**src/rtl/pipe_pkg.sv**
```systemverilog
// pipe_pkg: shared encodings for the pipeline hazard controller and forwarding unit
package pipe_pkg;
  localparam logic [1:0] FWD_REG = 2'b00;
  localparam logic [1:0] FWD_WB = 2'b01;
  localparam logic [1:0] FWD_MEM = 2'b10;
  localparam logic [4:0] REG_ZERO = 5'd0;
  typedef enum logic {RUN, STALL} hz_state_t;
endpackage

```
**src/rtl/fwd_unit.sv**
```systemverilog
// fwd_unit: ALU operand forwarding selects; EX_MEM result beats MEM_WB, $0 never forwarded
module fwd_unit
  import pipe_pkg::*;
(
  input  logic       mem_rw,
  input  logic [4:0] mem_wreg,
  input  logic       wb_rw,
  input  logic [4:0] wb_wreg,
  input  logic [4:0] ex_rs,
  input  logic [4:0] ex_rt,
  output logic [1:0] fwd_a,
  output logic [1:0] fwd_b
);
  logic mem_ok, wb_ok;
  always_comb begin
    mem_ok = mem_rw && mem_wreg != REG_ZERO;
    wb_ok = wb_rw && wb_wreg != REG_ZERO;
    fwd_a = (mem_ok && mem_wreg == ex_rs) ? FWD_MEM : (wb_ok && wb_wreg == ex_rs) ? FWD_WB : FWD_REG;
    fwd_b = (mem_ok && mem_wreg == ex_rt) ? FWD_MEM : (wb_ok && wb_wreg == ex_rt) ? FWD_WB : FWD_REG;
  end
endmodule

```
**src/rtl/hazard_ctrl.sv**
```systemverilog
// hazard_ctrl: load-use stall, taken-branch flush and forwarding control for a 5-stage pipeline
module hazard_ctrl
  import pipe_pkg::*;
#(
  parameter int LOAD_STALL_CYC = 1,
  parameter int CNT_W = 16
) (
  input  logic             CLK,
  input  logic             RST,
  input  logic [4:0]       id_rs,
  input  logic [4:0]       id_rt,
  input  logic             id_use_rt,
  input  logic             ex_mread,
  input  logic [4:0]       ex_rs,
  input  logic [4:0]       ex_rt,
  input  logic             mem_rw,
  input  logic [4:0]       mem_wreg,
  input  logic             mem_branch,
  input  logic             mem_zf,
  input  logic             wb_rw,
  input  logic [4:0]       wb_wreg,
  output logic             pc_we,
  output logic             ifid_we,
  output logic             ifid_flush,
  output logic             idex_flush,
  output logic             exmem_flush,
  output logic             pc_src,
  output logic [1:0]       fwd_a,
  output logic [1:0]       fwd_b,
  output logic [CNT_W-1:0] stall_cnt,
  output logic [CNT_W-1:0] flush_cnt
);
  hz_state_t state_q, state_d;
  logic [2:0] rem_q, rem_d;
  logic [CNT_W-1:0] stall_cnt_q, stall_cnt_d, flush_cnt_q, flush_cnt_d;
  logic [1:0] raw_a, raw_b;
  logic lu, br, stall_inc, flush_inc;
  fwd_unit u_fwd (
    .mem_rw(mem_rw), .mem_wreg(mem_wreg), .wb_rw(wb_rw), .wb_wreg(wb_wreg),
    .ex_rs(ex_rs), .ex_rt(ex_rt), .fwd_a(raw_a), .fwd_b(raw_b)
  );
  always_comb begin
    lu = ex_mread && ex_rt != REG_ZERO && (ex_rt == id_rs || (id_use_rt && ex_rt == id_rt));
    br = mem_branch && mem_zf;
    state_d = state_q;
    rem_d = rem_q;
    stall_inc = 1'b0;
    flush_inc = 1'b0;
    pc_we = 1'b1;
    ifid_we = 1'b1;
    ifid_flush = 1'b0;
    idex_flush = 1'b0;
    exmem_flush = 1'b0;
    pc_src = 1'b0;
    if (RST) begin
      pc_we = 1'b0;
      ifid_we = 1'b0;
      ifid_flush = 1'b1;
      idex_flush = 1'b1;
      exmem_flush = 1'b1;
    end else if (br) begin
      pc_src = 1'b1;
      ifid_flush = 1'b1;
      idex_flush = 1'b1;
      exmem_flush = 1'b1;
      state_d = RUN;
      rem_d = '0;
      flush_inc = 1'b1;
    end else if (state_q == STALL || lu) begin
      pc_we = 1'b0;
      ifid_we = 1'b0;
      idex_flush = 1'b1;
      if (state_q == STALL) begin
        rem_d = rem_q - 3'd1;
        state_d = rem_q == 3'd1 ? RUN : STALL;
      end else begin
        stall_inc = 1'b1;
        state_d = LOAD_STALL_CYC > 1 ? STALL : RUN;
        rem_d = LOAD_STALL_CYC > 1 ? 3'(LOAD_STALL_CYC - 1) : 3'd0;
      end
    end
    fwd_a = RST ? FWD_REG : raw_a;
    fwd_b = RST ? FWD_REG : raw_b;
    stall_cnt_d = (stall_inc && !(&stall_cnt_q)) ? stall_cnt_q + 1'b1 : stall_cnt_q;
    flush_cnt_d = (flush_inc && !(&flush_cnt_q)) ? flush_cnt_q + 1'b1 : flush_cnt_q;
  end
  always_ff @(posedge CLK) begin
    if (RST) begin
      state_q <= RUN;
      rem_q <= '0;
      stall_cnt_q <= '0;
      flush_cnt_q <= '0;
    end else begin
      state_q <= state_d;
      rem_q <= rem_d;
      stall_cnt_q <= stall_cnt_d;
      flush_cnt_q <= flush_cnt_d;
    end
  end
  assign stall_cnt = stall_cnt_q;
  assign flush_cnt = flush_cnt_q;
endmodule

```
**config.mk**
```make
export PLATFORM = sky130hd
export DESIGN_NAME = hazard_ctrl
export DESIGN_NICKNAME = d
export VERILOG_FILES = /design/src/rtl/pipe_pkg.sv /design/src/rtl/fwd_unit.sv /design/src/rtl/hazard_ctrl.sv
export SDC_FILE = /design/constraint.sdc
export NUM_CORES = 1
export LEC_CHECK = 0
export BUFFER_PORTS_ARGS = -buffer_cell sky130_fd_sc_hd__clkbuf_2
export CAP_MARGIN = 30
export CORE_MARGIN = 10
export CORE_UTILIZATION = 27
export CTS_CLUSTER_DIAMETER = 200
export DETAILED_ROUTE_END_ITERATION = 7
export PLACE_DENSITY_LB_ADDON = 0.2
export SLEW_MARGIN = 20
export SYNTH_ARGS = -nofsm -noshare
export SYNTH_HDL_FRONTEND = slang
export SYNTH_SLANG_ARGS = --single-unit
```
**constraint.sdc**
```tcl
create_clock -name CLK -period 5.2 [get_ports CLK]
set_clock_uncertainty 0.2 [all_clocks]
set_input_delay 0.52 -clock CLK [delete_from_list [all_inputs] [get_ports CLK]]
set_output_delay 0.52 -clock CLK [all_outputs]
set_load 0.05 [all_outputs]
```
==> qor.yml <==
syn_inst: 281
tightest_slew_ns: 0.8079
syn_to_final_growth_pct: 23.76
numCtsBuffers: 5
ant_nets: 0
slowest_stage: "or4_4"
slew_headroom: 0.4538
final_cell_mix: "79 x clkbuf_2, 36 x dfxtp_1, 31 x nor2_1, 21 x xnor2_1, 20 x xor2_1"
holdPathEnd: "rem_q[1]"
portBuffers: 79
cts_buffer_depth: 2
num_antenna_cells: 0
setup_ws_ns: 1.989
fin_setup_tns_ns: 0
grt_max_degree: 44
r2r-start: "stall_cnt[0]"
peakVddDrop_mv: 0.08661
die_h_um: 113.8
fin_crit_sh: 0.6175
worstSetupStartpointType: "input pin"
final_common_cell: "clkbuf_2"
reg2reg_to: "stall_cnt[9]"
muxShareOfSynthArea: 0.03319
path_cells: "clkbuf_2, or4_4, o21ai_0, nor2_1, o31ai_1, clkbuf_2"
first_global_vias: 2362
cp_data_arrival_time_ns: 2.49
synth_area_um2: 2375
drtIter0Drc: 71
cts_root_buf: "clkbuf_8"
place_congestion: 0.7434
grt_pass1_wl_mm: 11.50
fill_cells: 955
finalSetupViolCount: 0
synth_top_family_by_area: "simple AND/OR/NAND/NOR gates"
htree_levels: 2
status: "complete, no violations"
finalCriticalPeriod_ns: 3.211
drt-pass1-iter-count: 4
cts_resized: 0
worstPathMaxFanout: 5
grtUsageTotal: 0.1042
critPathCaptureType: "primary output"
cts_setup_buffers: 0
synth_seq_area_share: 0.3035
min_path_type: "flip-flop to flip-flop"
synth_fp_nets: 323
grt_overflow: 0
die_area_um2: 12950
rows: 34
hold_buffers: 0
vias: 2275
nNetsFinal: 397
powerDensity_nw_per_um2: 198.2
post_drt_wl_per_cell_um: 14.66
fp.dieW_um: 113.8
path_clk_slew_ns: 0.08
cp_num_buf_inv: 2
synthXorXnorAreaFrac: 0.1512
final_layout_size_suffix_gt1_frac: 0.2837
clock_latency_ns: 0.28
timing.fmax_mhz: 311.4
vias_per_cell: 4.903
drt-total-wl_mm: 6.803
p_total_mw: 0.5826
path_common_cell: "clkbuf_2"
rr_worst_depth: 6
pre_cts_ws_ns: 1.950
cp_slowest_stage_delay_ns: 0.56
reg2reg_slack_ns: 2.83
place_inst: 455
drc: 0
yosysWarnings: 0
ioPinCount: 80
ys_ff_latch: 36
grt_antenna_before_repair: 0
whs_path_depth: 2
maxSlewViolCount: 0
synth_cell_types: 42
synthAdderAreaFrac: 0.02107
clkSinkCount: 36
cap_violations: 0
synthSimpleGateAreaFrac: 0.3340
dp_hpwl_mm: 5.257
synth_compound_area_frac: 0.1043
start_util: 0.2750
coreArea_um2: 8636
cts_tree: "done"
critPathKind: "input pin to primary output"
final_cells: 464
rsz0062_at_grt: "no"
worstHoldStart: "rem_q[1]"
p_leak_nw: 1.138
crit_family: "compound AO/OA/AOI/OAI gates"
critPathRequiredTime_ns: 4.48
hold_violations: 0
syn_avg_cell_area_um2: 8.451
## cell usage after synthesis
library cell / number / area [um2]
ha_1: 4 / 50.05
nand4b_1: 1 / 8.760
nor3_1: 16 / 80.08
nand3_1: 16 / 80.08
a21oi_1: 13 / 65.06
nand2_1: 13 / 48.80
nand4_1: 9 / 56.30
nor2b_1: 8 / 50.05
nor4b_1: 1 / 8.760
xnor2_1: 21 / 183.9
nand3b_1: 1 / 7.510
nand3_4: 1 / 17.52
buf_2: 4 / 20.02
o21a_4: 1 / 15.01
nor4_1: 5 / 31.28
and2_1: 1 / 6.260
xor2_1: 20 / 175.2
dfxtp_1: 36 / 720.7
or4_4: 1 / 11.26
mux2_2: 1 / 11.26
nor4b_4: 1 / 23.77
o21ai_0: 9 / 45.04
or2_2: 1 / 6.260
buf_4: 2 / 15.01
nor4_2: 3 / 37.54
clkbuf_1: 4 / 15.01
a31oi_1: 1 / 6.260
o31ai_1: 10 / 75.07
nor3b_1: 1 / 7.510
nor2_1: 31 / 116.4
or3b_2: 1 / 8.760
inv_1: 8 / 30.03
and3_1: 2 / 12.51
or4_1: 14 / 105.1
mux2_1: 6 / 67.56
or3_1: 2 / 12.51
o32ai_1: 1 / 8.760
buf_6: 4 / 45.04
a21oi_4: 1 / 16.27
nor4_4: 1 / 21.27
a32oi_2: 1 / 16.27
and4_1: 4 / 35.03
## state kept, by name, indices dropped and copies added, names as in the netlist
signal,flops
flush_cnt,16
rem_q,3
state_q,1
stall_cnt,16
## worst max path at each step
stage / depth (start not counted) / to / slack (ns) / startpoint
after floorplan: 6 / pc_we / 1.27 / ex_rt[2]
after global placement: 6 / fwd_a[0] / 2.01 / RST
after detailed placement: 6 / fwd_b[0] / 1.95 / RST
after CTS: 6 / fwd_b[0] / 1.95 / RST
after global routing: 6 / ifid_we / 1.84 / ex_rt[1]
final: 6 / ifid_we / 1.99 / ex_rt[1]
## metrics by stage
stage | util | cell area [um2] | hold slack (ns)
after CTS | 0.3371 | 2912 | 0.2905
after floorplan | - | 2375 | 0.2524
after detailed placement | 0.3263 | 2818 | 0.2787
after global placement | 0.3263 | 2818 | 0.2672
final | 0.3403 | 2939 | 0.2820
after global routing | 0.3403 | 2939 | 0.3170
## routing by layer
| layer | share of wire | vias to the layer above | routed length (um) | track usage |
|---|---|---|---|---|
| met3 | 0.063 | 2 | 428 | 0.03832 |
| met1 | 0.45 | 1066 | 3068 | 0.1264 |
| met5 | 0 | - | 0 | 0 |
| met2 | 0.48 | 40 | 3294 | 0.1756 |
| met4 | 0.0018 | 0 | 12 | 0.01504 |
| li1 | - | 1167 | - | - |
## power by group
group          total, mW  switching, mW  internal (mW)
Sequential         0.277       0.000840          0.276
Clock              0.211          0.103          0.108
Combinational     0.0947         0.0608         0.0338
## layout make-up
type                            count  area [um2]  share of cell area
Tap cell                          108       135.1             0.04598
Multi-Input combinational cell    223        1529              0.5202
Clock inverter                      1       7.507            0.002554
Clock buffer                        7       86.33             0.02937
Timing Repair Buffer               81       430.4              0.1464
Sequential cell                    36       720.7              0.2452
Inverter                            8       30.03             0.01022
## worst reg2reg max path: cells and delay by family, from the launching register on
family        cells  cell delay, ns
fa+ha+maj         1            0.21
simple gates      4            1.14
mux               1            0.31
flops             1            0.39
## cells by family after synthesis
group,count (synthesis)
xor+xnor,41
simple gates,134
compound gates,37
mux,7
flops,36
buf+inv,22
fa+ha+maj,4
No activity file was read; power rests on OpenSTA's default activity.
